**src/rtl/std_cache_pkg.sv**
```systemverilog
// Shared cache-side types and sizes for the dcache store buffer.
// The store buffer and its FIFO take their geometry from these localparams.
package std_cache_pkg;

    localparam int unsigned DEPTH       = 4;
    localparam int unsigned PLEN        = 56;
    localparam int unsigned INDEX_WIDTH = 12;
    localparam int unsigned TAG_WIDTH   = 44;
    localparam int unsigned XLEN        = 64;
    localparam int unsigned SB_PTR_W    = $clog2(DEPTH);

    typedef struct packed {
        logic [PLEN-1:0]     paddr;
        logic [XLEN-1:0]     data;
        logic [XLEN/8-1:0]   be;
        logic [1:0]          size;
    } sb_entry_t;

    typedef enum logic {
        SB_IDLE,
        SB_TAG
    } sb_state_e;

endpackage

```
**src/rtl/sb_fifo.sv**
```systemverilog
// Generic circular FIFO with occupancy count, per-slot valid flags and a
// flattened view of all slots so the owner can search the whole buffer.
module sb_fifo #(
    parameter  int unsigned DEPTH = 4,
    parameter  int unsigned WIDTH = 8,
    localparam int unsigned PTR_W = $clog2(DEPTH)
) (
    input  logic                   clk_i,
    input  logic                   rst_i,
    input  logic                   push_i,
    input  logic                   pop_i,
    input  logic [WIDTH-1:0]       wdata_i,
    output logic [WIDTH-1:0]       rdata_o,
    output logic [PTR_W:0]         count_o,
    output logic                   full_o,
    output logic                   empty_o,
    output logic [DEPTH-1:0]       valid_o,
    output logic [DEPTH*WIDTH-1:0] entries_o
);

    logic [WIDTH-1:0] mem_q [DEPTH];
    logic [PTR_W-1:0] rd_ptr_q;
    logic [PTR_W-1:0] wr_ptr_q;
    logic [PTR_W:0]   count_q;
    logic [PTR_W-1:0] slot_offs [DEPTH];
    logic             push_ok;
    logic             pop_ok;

    assign full_o   = (count_q == (PTR_W+1)'(DEPTH));
    assign empty_o  = (count_q == '0);
    assign push_ok  = push_i && !full_o;
    assign pop_ok   = pop_i && !empty_o;
    assign count_o  = count_q;
    assign rdata_o  = mem_q[rd_ptr_q];

    // Pointers are exactly log2(DEPTH) wide so they wrap without extra logic.
    always_ff @(posedge clk_i or posedge rst_i) begin
        if (rst_i) begin
            rd_ptr_q <= '0;
            wr_ptr_q <= '0;
            count_q  <= '0;
        end else begin
            if (push_ok) wr_ptr_q <= wr_ptr_q + PTR_W'(1);
            if (pop_ok)  rd_ptr_q <= rd_ptr_q + PTR_W'(1);
            if (push_ok && !pop_ok)      count_q <= count_q + (PTR_W+1)'(1);
            else if (pop_ok && !push_ok) count_q <= count_q - (PTR_W+1)'(1);
        end
    end

    always_ff @(posedge clk_i) begin
        if (push_ok) mem_q[wr_ptr_q] <= wdata_i;
    end

    // A slot is live when its distance from the read pointer is below count.
    always_comb begin
        valid_o = '0;
        for (int i = 0; i < int'(DEPTH); i++) begin
            slot_offs[i] = PTR_W'(i) - rd_ptr_q;
            valid_o[i]   = ({1'b0, slot_offs[i]} < count_q);
        end
    end

    for (genvar g = 0; g < int'(DEPTH); g++) begin : g_flat
        assign entries_o[g*WIDTH +: WIDTH] = mem_q[g];
    end

endmodule

```
**src/rtl/std_dcache_store_buffer.sv**
```systemverilog
// Commit-ordered store buffer feeding the dcache two-phase store port
// (index+data with req/gnt, then tag one cycle later), plus load alias match.
module std_dcache_store_buffer
    import std_cache_pkg::*;
(
    input  logic                   clk_i,
    input  logic                   rst_i,
    input  logic                   push_valid_i,
    output logic                   push_ready_o,
    input  logic [PLEN-1:0]        push_paddr_i,
    input  logic [XLEN-1:0]        push_data_i,
    input  logic [XLEN/8-1:0]      push_be_i,
    input  logic [1:0]             push_size_i,
    input  logic [11:0]            page_offset_i,
    output logic                   page_offset_matches_o,
    output logic                   empty_o,
    output logic                   req_o,
    input  logic                   gnt_i,
    output logic [INDEX_WIDTH-1:0] address_index_o,
    output logic [TAG_WIDTH-1:0]   address_tag_o,
    output logic                   tag_valid_o,
    output logic                   we_o,
    output logic [XLEN-1:0]        wdata_o,
    output logic [XLEN/8-1:0]      be_o,
    output logic [1:0]             size_o
);

    localparam int unsigned ENTRY_W   = $bits(sb_entry_t);
    localparam int unsigned PADDR_LSB = ENTRY_W - PLEN;

    sb_state_e                state_q;
    sb_state_e                state_d;
    sb_entry_t                push_entry;
    sb_entry_t                head;
    logic [ENTRY_W-1:0]       head_raw;
    logic [DEPTH*ENTRY_W-1:0] entries_flat;
    logic [DEPTH-1:0]         entry_valid;
    logic [SB_PTR_W:0]        count;
    logic                     fifo_full;
    logic                     fifo_empty;
    logic                     push;
    logic                     pop;
    logic [PLEN-1:3]          inflight_q;
    logic                     unused_bits;

    assign push_entry   = '{paddr: push_paddr_i, data: push_data_i, be: push_be_i, size: push_size_i};
    assign push_ready_o = !fifo_full;
    assign push         = push_valid_i && push_ready_o;
    assign pop          = (state_q == SB_TAG);
    assign head         = head_raw;
    assign empty_o      = fifo_empty && (state_q == SB_IDLE);
    assign unused_bits  = ^{entries_flat, count, page_offset_i[2:0]};

    sb_fifo #(
        .DEPTH (DEPTH),
        .WIDTH (ENTRY_W)
    ) u_fifo (
        .clk_i     (clk_i),
        .rst_i     (rst_i),
        .push_i    (push),
        .pop_i     (pop),
        .wdata_i   (push_entry),
        .rdata_o   (head_raw),
        .count_o   (count),
        .full_o    (fifo_full),
        .empty_o   (fifo_empty),
        .valid_o   (entry_valid),
        .entries_o (entries_flat)
    );

    // The granted address is captured so the tag phase does not depend on the head slot.
    always_ff @(posedge clk_i or posedge rst_i) begin
        if (rst_i) begin
            state_q    <= SB_IDLE;
            inflight_q <= '0;
        end else begin
            state_q <= state_d;
            if (state_q == SB_IDLE && req_o && gnt_i) inflight_q <= head.paddr[PLEN-1:3];
        end
    end

    always_comb begin
        state_d = state_q;
        case (state_q)
            SB_IDLE: if (req_o && gnt_i) state_d = SB_TAG;
            SB_TAG:  state_d = SB_IDLE;
            default: state_d = SB_IDLE;
        endcase
    end

    always_comb begin
        req_o           = 1'b0;
        we_o            = 1'b0;
        tag_valid_o     = 1'b0;
        address_index_o = '0;
        address_tag_o   = '0;
        wdata_o         = '0;
        be_o            = '0;
        size_o          = '0;
        case (state_q)
            SB_IDLE: begin
                req_o = !fifo_empty;
                if (req_o) begin
                    we_o            = 1'b1;
                    address_index_o = head.paddr[INDEX_WIDTH-1:0];
                    wdata_o         = head.data;
                    be_o            = head.be;
                    size_o          = head.size;
                end
            end
            SB_TAG: begin
                tag_valid_o   = 1'b1;
                address_tag_o = inflight_q[INDEX_WIDTH +: TAG_WIDTH];
            end
            default: ;
        endcase
    end

    // The in-flight store stays visible to loads until its tag phase completes.
    always_comb begin
        page_offset_matches_o = 1'b0;
        for (int i = 0; i < int'(DEPTH); i++) begin
            if (entry_valid[i] &&
                entries_flat[i*ENTRY_W + PADDR_LSB + 3 +: 9] == page_offset_i[11:3])
                page_offset_matches_o = 1'b1;
        end
        if (state_q == SB_TAG && inflight_q[11:3] == page_offset_i[11:3])
            page_offset_matches_o = 1'b1;
    end

endmodule

```
**config.mk**
```make
export PLATFORM = sky130hd
export DESIGN_NAME = std_dcache_store_buffer
export DESIGN_NICKNAME = d
export VERILOG_FILES = /design/src/rtl/std_cache_pkg.sv /design/src/rtl/sb_fifo.sv /design/src/rtl/std_dcache_store_buffer.sv
export SDC_FILE = /design/constraint.sdc
export NUM_CORES = 1
export LEC_CHECK = 0
export BUFFER_PORTS_ARGS = -buffer_cell sky130_fd_sc_hd__buf_2
export CAP_MARGIN = 20
export CORE_UTILIZATION = 50
export CTS_BUF_LIST = sky130_fd_sc_hd__clkbuf_8
export CTS_CLUSTER_SIZE = 28
export DETAILED_ROUTE_END_ITERATION = 8
export GPL_TIMING_DRIVEN = 0
export PLACE_DENSITY = 0.72
export SETUP_SLACK_MARGIN = 0.1
export SLEW_MARGIN = 10
export SYNTH_ARGS = -nofsm -noshare
export SYNTH_HDL_FRONTEND = slang
export SYNTH_SLANG_ARGS = --single-unit
```
**constraint.sdc**
```tcl
create_clock -name clk_i -period 5.3 [get_ports clk_i]
set_clock_uncertainty 0.05 [all_clocks]
set_input_delay 1.59 -clock clk_i [delete_from_list [all_inputs] [get_ports clk_i]]
set_output_delay 1.59 -clock clk_i [all_outputs]
set_load 0.02 [all_outputs]
```
==> impl_metrics.toml <==
[clocking]
clkTransAtPathRegs_ns = 0.06
cts_max_level = 3
root_buffer = "clkbuf_8"
tritoncts = "done"
cts_buffers = 92
post_cts_buffers = 0
clock_latency_ns = 0.67
clockBufferDepth = 3
clock_sinks = 581

[grt]
grt_use_total = 0.202
grt_max_degree = 49
grt_antenna_before_repair = 11
overflow = 0
grt_pass1_vias = 12100
grt_pass1_wl_um = 69800

[place]
dp_slack_ns = 0.538
post-dp-hpwl_um = 29400
gp_congestion = 0.829
port_buffers = 269

[critical_path]
worstSetupEndpointType = "primary output"
cp_max_fo = 10
startpoint_type = "register"
path_class = "register to primary output"
reg2reg_depth = 6
cp_data_required_time_ns = 3.66
r2r_start = "pop"
r2r-end = "u_fifo.count_o[1]"
worstPathArrival_ns = 3.31
r2r_slack_ns = 2.92

[yosys]
synthTopCellsByCount = "edfxtp_1, and2_1, mux4_2, dfrtp_1, mux2_4"
ys.flop_type = "edfxtp_1"
synth_area_leaders = "edfxtp_1, mux4_2, dfrtp_1"
synth_edf_count = 520
synth_most_common_cell = "edfxtp_1"
synthCells = 1066
avgSynthCellArea_um2 = 21.5
synth_top_cell_by_area = "edfxtp_1"
synth.top_cell.area_share = 0.682
ys_warn_count = 0
syn-num-nets = 1222
ys_seq_elements = 581
ys_types = 32
syn_area_um2 = 22900
ys_seq_area_frac = 0.748
async_reset_ff_frac = 0.105

[die]
die_width_um = 216
start_util = 0.506
io_pins = 282
core_um2 = 45300
row_count = 78
fp.dieH_um = 216
die_area_um2 = 46700

[route]
vias_per_cell = 5.37
wl_per_cell_um = 22.0
met2_length_um = 23000
drt_iter0_drc = 629
dr.max_layer_used = "met5"
route.detailed.drc = 0
wl_met1_um = 18900
wirelength_um = 46400
drtPass1Iterations = 5
num_vias = 11300
antenna_left = 0
wl_met3_um = 3450

[min_path]
min_from = "inflight_q[18]"
hold_end = "inflight_q[18]"
holdPathStages = 1
hold_path_class = "register to register"

[final_layout]
area_growth_pct = 18.4
layout-drive-gt1-share = 0.411
post-route-util = 0.599
nNetsFinal = 1595

[timing]
setup_violations = 0
slew_headroom = 0.531
min_period_over_period = 0.934
fin_setup_tns_ns = 0
rsz0062_at_grt = "false"
slew_viol_final = 0
setup_ws_ns = 0.348
worst_slew_pin_slew_ns = 0.703
fmax_ghz = 0.202
final_hold_viol_count = 0
period_needed_ns = 4.95

[pwr]
total_leakage_power_nw = 9.89
power_mw = 15.6
p_per_area_nw_per_um2 = 576
vdd_drop_max_mv = 0.362

[outcome]
status = "completed"

[run]
cap_viol_max_count = 0
## critical path: stages (launching register included)
cell and delay [ns]:
dfrtp_1 0.35, clkbuf_1 0.37, buf_4 0.30, xor2_1 0.21, inv_1 0.07, ha_1 0.27
a21oi_1 0.06, o2111ai_1 0.16, o21ai_0 0.11, or4_1 0.52, buf_2 0.20
## power by group
group	switching, mW	leakage (nW)	internal (mW)
Clock	1.68	1.01	2.05
Combinational	2.97	3.40	2.49
Sequential	0.324	5.48	6.12
Total	4.98	9.89	10.7
## what timing repair did
item | 4_1_cts | 5_1_grt
resized for setup | 5 | 1
hold buffers | 0 | 0
endpoints found under the hold margin | 0 | 0
setup endpoints to repair | 1 | 1
## flip-flops by register name (all words and copies together), names as in the netlist
| name | flops |
|---|---|
| inflight_q | 53 |
| u_fifo.wr_ptr_q | 2 |
| u_fifo.mem_q | 520 |
| u_fifo.rd_ptr_q | 2 |
| pop | 1 |
| u_fifo.count_o | 3 |
## stage by stage
step | hold WS [ns] | area (um^2) | std cells
floorplan | 0.423 | 22900 | 1066
global route | 0.465 | 27100 | 2112
finish | 0.449 | 27100 | 2113
global placement | 0.437 | 25000 | 1935
detailed placement | 0.439 | 25300 | 1945
CTS | 0.456 | 27100 | 2110
## cell type report
cell class,instances,area (um^2)
clock inverter,66,445
tap,600,751
clock buffer,99,1360
multi-input combinational,418,5390
buffer,60,379
fill,3310,18200
sequential,581,17100
antenna,3,7.51
timing repair buffer,279,1610
inverter,7,28.8
## kinds of logic after synthesis
family,Yosys count,share of synthesized area
flip-flops,581,0.748
multiplexers,184,0.162
AND/OR/NAND/NOR,162,0.0437
buffers and inverters,67,0.0170
XOR/XNOR,52,0.0199
AO/OA/AOI/OAI,10,0.00284
adder cells (fa/ha/maj),10,0.00579
## how the worst max path moves through the flow
stage / start / endpoint / slack (ns)
finish: u_fifo.rd_ptr_q[1] / page_offset_matches_o / 0.35
global route: u_fifo.rd_ptr_q[1] / page_offset_matches_o / 0.12
CTS: u_fifo.rd_ptr_q[0] / page_offset_matches_o / 0.15
detailed placement: u_fifo.rd_ptr_q[1] / page_offset_matches_o / 0.54
global placement: push_valid_i / u_fifo.mem_q[0][56] / -2.58
floorplan: push_valid_i / u_fifo.mem_q[0][0] / 0.13
## placed cells by master (no fill, tap or decap), drive strengths merged, types with 5 or more instances in the layout
| cell type | instances |
|---|---|
| edfxtp | 520 |
| buf | 314 |
| and2 | 132 |
| mux4 | 130 |
| clkbuf | 124 |
| dfrtp | 61 |
| mux2 | 54 |
| clkinv | 33 |
| xnor2 | 32 |
| inv | 32 |
| xor2 | 20 |
| ha | 9 |
| bufinv | 7 |
| nor2 | 5 |
| nand2 | 5 |
## routing by layer
metal	up-vias	global-route usage
li1	5013	-
met1	5897	0.253
met2	323	0.332
met3	93	0.0723
met4	16	0.0608
met5	-	0
(Power assumes the default switching activity.)
